### config.mk
export PLATFORM = sky130hd
export DESIGN_NAME = shield_controller
export DESIGN_NICKNAME = d
export VERILOG_FILES = /design/src/rtl/shield_pkg.sv /design/src/rtl/shield_countdown.sv /design/src/rtl/shield_controller.sv
export SDC_FILE = /design/constraint.sdc
export NUM_CORES = 1
export LEC_CHECK = 0
export ABC_AREA = 1
export CORE_ASPECT_RATIO = 0.6
export CORE_MARGIN = 2
export CORE_UTILIZATION = 40
export CTS_CLUSTER_DIAMETER = 150
export DETAILED_ROUTE_END_ITERATION = 10
export GPL_ROUTABILITY_DRIVEN = 0
export PLACE_DENSITY = 0.66
export RECOVER_POWER = 100
export REMOVE_ABC_BUFFERS = 1
export SYNTH_ARGS = -nofsm -noshare
export SYNTH_HDL_FRONTEND = slang
export SYNTH_SLANG_ARGS = --single-unit
### constraint.sdc
create_clock -name slowed_shield_clk -period 2.88 [get_ports slowed_shield_clk]
set_input_delay 0.288 -clock slowed_shield_clk [delete_from_list [all_inputs] [get_ports slowed_shield_clk]]
set_output_delay 0.288 -clock slowed_shield_clk [all_outputs]
set_load 0.005 [all_outputs]
### src/rtl/shield_pkg.sv
// ----------------------------------------------------------------------------
// shield_pkg: state encoding and default tuning for the shield meter.
// Rev 1.0
// ----------------------------------------------------------------------------
`timescale 1ns/1ps
`default_nettype none

package shield_pkg;

  typedef enum logic [2:0] {
    ST_IDLE   = 3'd0,
    ST_RAISED = 3'd1,
    ST_DELAY  = 3'd2,
    ST_REGEN  = 3'd3,
    ST_BROKEN = 3'd4
  } shield_state_t;

  // Defaults shared with the player action and game/health logic.
  localparam int SHIELD_W_DEF      = 4;
  localparam int MAX_SHIELD_DEF    = 15;
  localparam int DRAIN_DEF         = 1;
  localparam int REGEN_STEP_DEF    = 1;
  localparam int HIT_COST_DEF      = 3;
  localparam int REGEN_DELAY_DEF   = 2;
  localparam int BREAK_LOCKOUT_DEF = 6;

endpackage

`default_nettype wire

### src/rtl/shield_countdown.sv
// ----------------------------------------------------------------------------
// shield_countdown: loadable down-counter flagging its final tick (count==1).
// Rev 1.0
// ----------------------------------------------------------------------------
`timescale 1ns/1ps
`default_nettype none

module shield_countdown #(
  parameter int CNT_W = 3
) (
  input  logic             slowed_shield_clk,
  input  logic             reset,
  input  logic             load,
  input  logic [CNT_W-1:0] value,
  input  logic             en,
  output logic             expire
);

  logic [CNT_W-1:0] count;

  always_ff @(posedge slowed_shield_clk) begin
    if (!reset) begin
      count <= '0;
    end else if (load) begin
      count <= value;
    end else if (en && (count != '0)) begin
      count <= count - 1'b1;
    end
  end

  assign expire = (count == CNT_W'(1));

endmodule

`default_nettype wire

### src/rtl/shield_controller.sv
// ----------------------------------------------------------------------------
// shield_controller: per-player shield meter sequencer and hit arbiter.
// Rev 1.0
// ----------------------------------------------------------------------------
`timescale 1ns/1ps
`default_nettype none

module shield_controller
  import shield_pkg::*;
#(
  parameter int SHIELD_W      = SHIELD_W_DEF,
  parameter int MAX_SHIELD    = MAX_SHIELD_DEF,
  parameter int DRAIN         = DRAIN_DEF,
  parameter int REGEN_STEP    = REGEN_STEP_DEF,
  parameter int HIT_COST      = HIT_COST_DEF,
  parameter int REGEN_DELAY   = REGEN_DELAY_DEF,
  parameter int BREAK_LOCKOUT = BREAK_LOCKOUT_DEF
) (
  input  logic                slowed_shield_clk,
  input  logic                reset,
  input  logic                shield_btn,
  input  logic                hit_req,
  output logic                hit_ack,
  output logic                hit_blocked,
  output logic [SHIELD_W-1:0] shield,
  output logic                shield_up,
  output logic                broken
);

  localparam int EXT_W   = SHIELD_W + 1;
  localparam int CNT_MAX = (REGEN_DELAY > BREAK_LOCKOUT) ? REGEN_DELAY : BREAK_LOCKOUT;
  localparam int CNT_W   = $clog2(CNT_MAX + 1);

  localparam logic [EXT_W-1:0]    DRAIN_X   = EXT_W'(DRAIN);
  localparam logic [EXT_W-1:0]    HIT_X     = EXT_W'(HIT_COST);
  localparam logic [EXT_W-1:0]    STEP_X    = EXT_W'(REGEN_STEP);
  localparam logic [EXT_W-1:0]    MAX_X     = EXT_W'(MAX_SHIELD);
  localparam logic [SHIELD_W-1:0] FULL      = SHIELD_W'(MAX_SHIELD);
  localparam logic [CNT_W-1:0]    DLY_INIT  = CNT_W'(REGEN_DELAY);
  localparam logic [CNT_W-1:0]    LOCK_INIT = CNT_W'(BREAK_LOCKOUT);

  shield_state_t state;
  logic          req_seen;
  logic          hit_accept;
  logic          can_raise;
  logic          drain_zero;
  logic          dly_load;
  logic          dly_en;
  logic          dly_expire;
  logic          lock_load;
  logic          lock_en;
  logic          lock_expire;

  logic [EXT_W-1:0]    shield_ext;
  logic [EXT_W-1:0]    cost;
  logic [EXT_W-1:0]    drained;
  logic [EXT_W-1:0]    regen_sum;
  logic [SHIELD_W-1:0] regened;

  assign hit_accept = hit_req & ~req_seen;
  assign can_raise  = shield_btn & (shield != '0);
  assign shield_ext = {1'b0, shield};

  // Drain and hit cost combine into one saturating subtraction.
  always_comb begin
    cost = '0;
    if (shield_btn) cost = cost + DRAIN_X;
    if (hit_accept) cost = cost + HIT_X;
  end

  assign drained    = (cost >= shield_ext) ? '0 : (shield_ext - cost);
  assign drain_zero = (drained == '0);
  assign regen_sum  = shield_ext + STEP_X;
  assign regened    = (regen_sum >= MAX_X) ? FULL : regen_sum[SHIELD_W-1:0];

  assign lock_load = (state == ST_RAISED) && drain_zero;
  assign lock_en   = (state == ST_BROKEN);
  assign dly_load  = (state == ST_RAISED) && !drain_zero && !shield_btn;
  assign dly_en    = (state == ST_DELAY) && !can_raise;

  shield_countdown #(.CNT_W(CNT_W)) u_dly (
    .slowed_shield_clk (slowed_shield_clk),
    .reset             (reset),
    .load              (dly_load),
    .value             (DLY_INIT),
    .en                (dly_en),
    .expire            (dly_expire)
  );

  shield_countdown #(.CNT_W(CNT_W)) u_lock (
    .slowed_shield_clk (slowed_shield_clk),
    .reset             (reset),
    .load              (lock_load),
    .value             (LOCK_INIT),
    .en                (lock_en),
    .expire            (lock_expire)
  );

  always_ff @(posedge slowed_shield_clk) begin
    if (!reset) begin
      state       <= ST_IDLE;
      shield      <= FULL;
      shield_up   <= 1'b0;
      broken      <= 1'b0;
      hit_ack     <= 1'b0;
      hit_blocked <= 1'b0;
      req_seen    <= 1'b0;
    end else begin
      // Blocking is judged on the current state, before any release transition.
      hit_ack     <= hit_accept;
      hit_blocked <= hit_accept && (state == ST_RAISED);
      if (!hit_req) begin
        req_seen <= 1'b0;
      end else if (hit_accept) begin
        req_seen <= 1'b1;
      end

      case (state)
        ST_IDLE: begin
          if (can_raise) begin
            state     <= ST_RAISED;
            shield_up <= 1'b1;
          end
        end
        ST_RAISED: begin
          shield <= drained[SHIELD_W-1:0];
          if (drain_zero) begin
            state     <= ST_BROKEN;
            shield_up <= 1'b0;
            broken    <= 1'b1;
          end else if (!shield_btn) begin
            state     <= (REGEN_DELAY == 0) ? ST_REGEN : ST_DELAY;
            shield_up <= 1'b0;
          end
        end
        ST_DELAY: begin
          if (can_raise) begin
            state     <= ST_RAISED;
            shield_up <= 1'b1;
          end else if (dly_expire) begin
            state <= ST_REGEN;
          end
        end
        ST_REGEN: begin
          if (can_raise) begin
            state     <= ST_RAISED;
            shield_up <= 1'b1;
          end else begin
            shield <= regened;
            if (regened == FULL) state <= ST_IDLE;
          end
        end
        ST_BROKEN: begin
          shield <= '0;
          if (lock_expire) begin
            state  <= ST_REGEN;
            broken <= 1'b0;
          end
        end
        default: begin
          state     <= ST_IDLE;
          shield_up <= 1'b0;
          broken    <= 1'b0;
        end
      endcase
    end
  end

endmodule

`default_nettype wire

==> summary.md <==
| Metric | Value |
|---|---|
| Status | completed |
| Worst R2R Start | req_seen |
| Post-CTS setup buffers | 0 |
| WHS | 431.9 ps |
| Worst IR Drop VDD | 397.8 µV |
| Final setup violation count | 0 |
| Vias | 1,218 |
| WL/cell | 11.12 µm |
| Ys flop type | dfxtp_1 |
| Syn-to-layout area delta | 13.96% |
| Critical-path top delay cell | clkdlybuf4s50_1 |
| Clock skew | 5.323 ps |
| Antenna cells | 0 |
| Final HPWL DP | 2351 µm |
| RSZ-0062 raised after global routing | no |
| Clk_lat worst skew | 260 ps |
| Global-route wire length before repair | 5009 µm |
| Hold_sp | req_seen |
| Hold path depth | 1 |
| CP Data Arrival Time | 2700 ps |
| Max-slew violations | 0 |
| CTS tree | yes |
| Placed insts | 255 |
| Critical path class | input pin to flip-flop |
| Seq/Total Area, Yosys | 25.29% |
| Die area | 4072 µm² |
| # fillers | 356 |
| Critical path startpoint category | input pin |
| Drc violations | 0 |
| Largest net degree at the start of global routing | 12 |
| Yosys Warn Count | 0 |
| DR vias/cell | 4.703 |
| Leak pwr | 0.7858 nW |
| Rel. slew slack | 51.86% |
| CTS sink cnt | 18 |
| TritonCTS Buffers | 3 |
| CP top delay family | simple AND/OR/NAND/NOR gates |
| Initial antenna violation count | 0 |
| Vias in the first global route | 1,082 |
| Fmax | 0.3935 GHz |
| Layout net count | 234 |
| Crit path top cell by count | inv_1 |
| I/O pin count | 12 |
| Synthesized cell area | 1425 µm² |
| Resized cells post-CTS | 0 |
| Detailed Routing Iterations Pass 1 | 4 |
| Tot GR Track Use | 16.04% |
| Synth async-reset ratio | 0% |
| Period utilization | 88.25% |
| Clk root buf | clkbuf_8 |
| Initial Util | 42.88% |
| Final Hold Fails | 0 |
| Core area | 3323 µm² |
| Post-DRT Antenna Nets | 0 |
| Setup TNS | 0 ps |
| Reg2reg end | state[0] |
| Port bufs | 11 |
| Worst r2r path cells | 14 |
| Most frequent cells in the layout | nand2_1 (47), inv_1 (30), nor2_1 (18), dfxtp_1 (18), ha_1 (14) |
| Max incr delay on CP | 480 ps |
| Grt total ovfl | 0 |
| Synthesis-stage register bit count | 18 |
| Number of synthesized flops with an enable pin | 0 |
| Commonest non-fill, non-tap cell in the layout | nand2_1 |
| Endpoint class of the critical path | flip-flop |
| Worst-margin pin slew | 719.4 ps |
| Starting DRT DRC Count | 84 |
| Proportion of layout cells with a drive suffix above 1 | 13.55% |
| Fin crit period | 2542 ps |
| Non-Filler Instances | 259 |
| Row cnt | 16 |
| Deepest clock path buffer count | 2 |
| Mapped Cells | 200 |
| Yosys cell types | 35 |
| Critical path buffer and inverter count | 4 |
| FF-to-FF setup slack | 550 ps |
| Hold crit path type | flip-flop to flip-flop |
| Clock-pin slew on the worst setup and hold paths | 70 ps |
| Worst Path Required | 3040 ps |
| H-tree depth | 1 |
| WHS Endpoint | hit_ack |
| CP max FO | 4 |
| Die W | 81.06 µm |
| Die height | 50.24 µm |
| Syn avg cell area | 7.126 µm² |
| Power Density | 835.9 nW/µm² |
| Max_cap viols | 0 |
| Hold-fix buffers, CTS | 0 |
| CP Cell Sequence | clkdlybuf4s50_1, inv_1, nor2_1, ha_1, inv_1, ha_1, inv_1, fa_1, xor2_1, nand3_1, nand3_2, nand3_2, nand3_1, nand2_1, nand2_1, nor2_2 |
| Total Routed Length | 2879 µm |
## worst reg2reg max path, stage by stage, from the launching register on
cell and delay (ps):
dfxtp_1 320, nor2_1 140, ha_1 240, inv_1 60, ha_1 150, inv_1 70
fa_1 400, xor2_1 160, nand3_1 150, nand3_2 130, nand3_2 100, nand3_1 150
nand2_1 60, nand2_1 70, nor2_2 40
## layout make-up
| class | instances | area, µm² | share of cell area, % |
|---|---|---|---|
| multi-input cells | 142 | 887.1 | 54.62 |
| inverters | 37 | 143.9 | 8.860 |
| flip-flops and latches | 18 | 360.3 | 22.19 |
| clock buffers | 4 | 55.05 | 3.390 |
| repair buffers | 13 | 121.4 | 7.473 |
| well taps | 45 | 56.30 | 3.467 |
## state kept, by name (all words and copies together), names as in the netlist, 3 cells and up
register,count
u_dly.count,3
u_lock.count,3
state,3
shield,4
## per-stage QoR
step | power, mW | utilization [%] | setup WS (ps) | area [µm²]
2_1_floorplan | 0.9681 | - | 677.8 | 1399
3_3_place_gp | 1.159 | 47.55 | 127.9 | 1580
3_5_place_dp | 1.166 | 47.55 | 52.44 | 1580
4_1_cts | 1.382 | 49.21 | 333.5 | 1635
5_1_grt | 1.503 | 48.87 | 33.42 | 1624
6_report | 1.358 | 48.87 | 338.4 | 1624
## synth_stat cells, types with 2 or more instances
library cell | count | share of area [%]
nand2_1 | 46 | 12
nor2_2 | 3 | 1.3
and3_1 | 2 | 0.88
o211ai_1 | 2 | 1.1
nor2_4 | 2 | 1.6
a21oi_1 | 8 | 2.8
nand3_2 | 4 | 2.8
o21ai_1 | 2 | 0.70
xor2_1 | 4 | 2.5
dfxtp_1 | 18 | 25
nand2_2 | 4 | 1.8
buf_4 | 2 | 1.1
ha_1 | 14 | 12
o21ai_0 | 5 | 1.8
inv_2 | 5 | 1.3
nand3_1 | 12 | 4.2
inv_1 | 30 | 7.9
nand4_1 | 3 | 1.3
nor2_1 | 18 | 4.7
## metal layers
layer	track usage [%]	vias up	routed length, µm	part of all wire, %
met1	25.41	521	1677	58
met2	20.94	31	986	34
met4	2.542	0	10	0.35
li1	-	664	-	-
met5	0	-	0	0
met3	4.856	2	205	7.1
## how the worst max path moves through the flow
stage	start	end	slack [ps]	cells after the start
after global routing	hit_req	state[1]	30	19
after global placement	hit_req	state[1]	130	16
after CTS	hit_req	state[0]	330	16
after floorplan	hit_req	state[1]	680	15
final	hit_req	state[0]	340	16
after detailed placement	hit_req	state[1]	50	16
## power by group
part           internal, mW  total (mW)  leakage, nW  switching, mW
combinational         0.296       0.775        0.610          0.479
sequential            0.297       0.373        0.147         0.0757
clock                 0.122       0.210       0.0288         0.0881
total                 0.715        1.36        0.786          0.643
## logic make-up after synthesis
logic type	after synthesis	share of synthesized area (%)
AND/OR/NAND/NOR	97	33.45
XOR/XNOR	4	2.458
AO/OA/AOI/OAI	26	13.17
buffers and inverters	40	11.94
flip-flops	18	25.29
adder cells (fa/ha/maj)	15	13.70
Note: power is estimated with default switching activity, not from simulation.
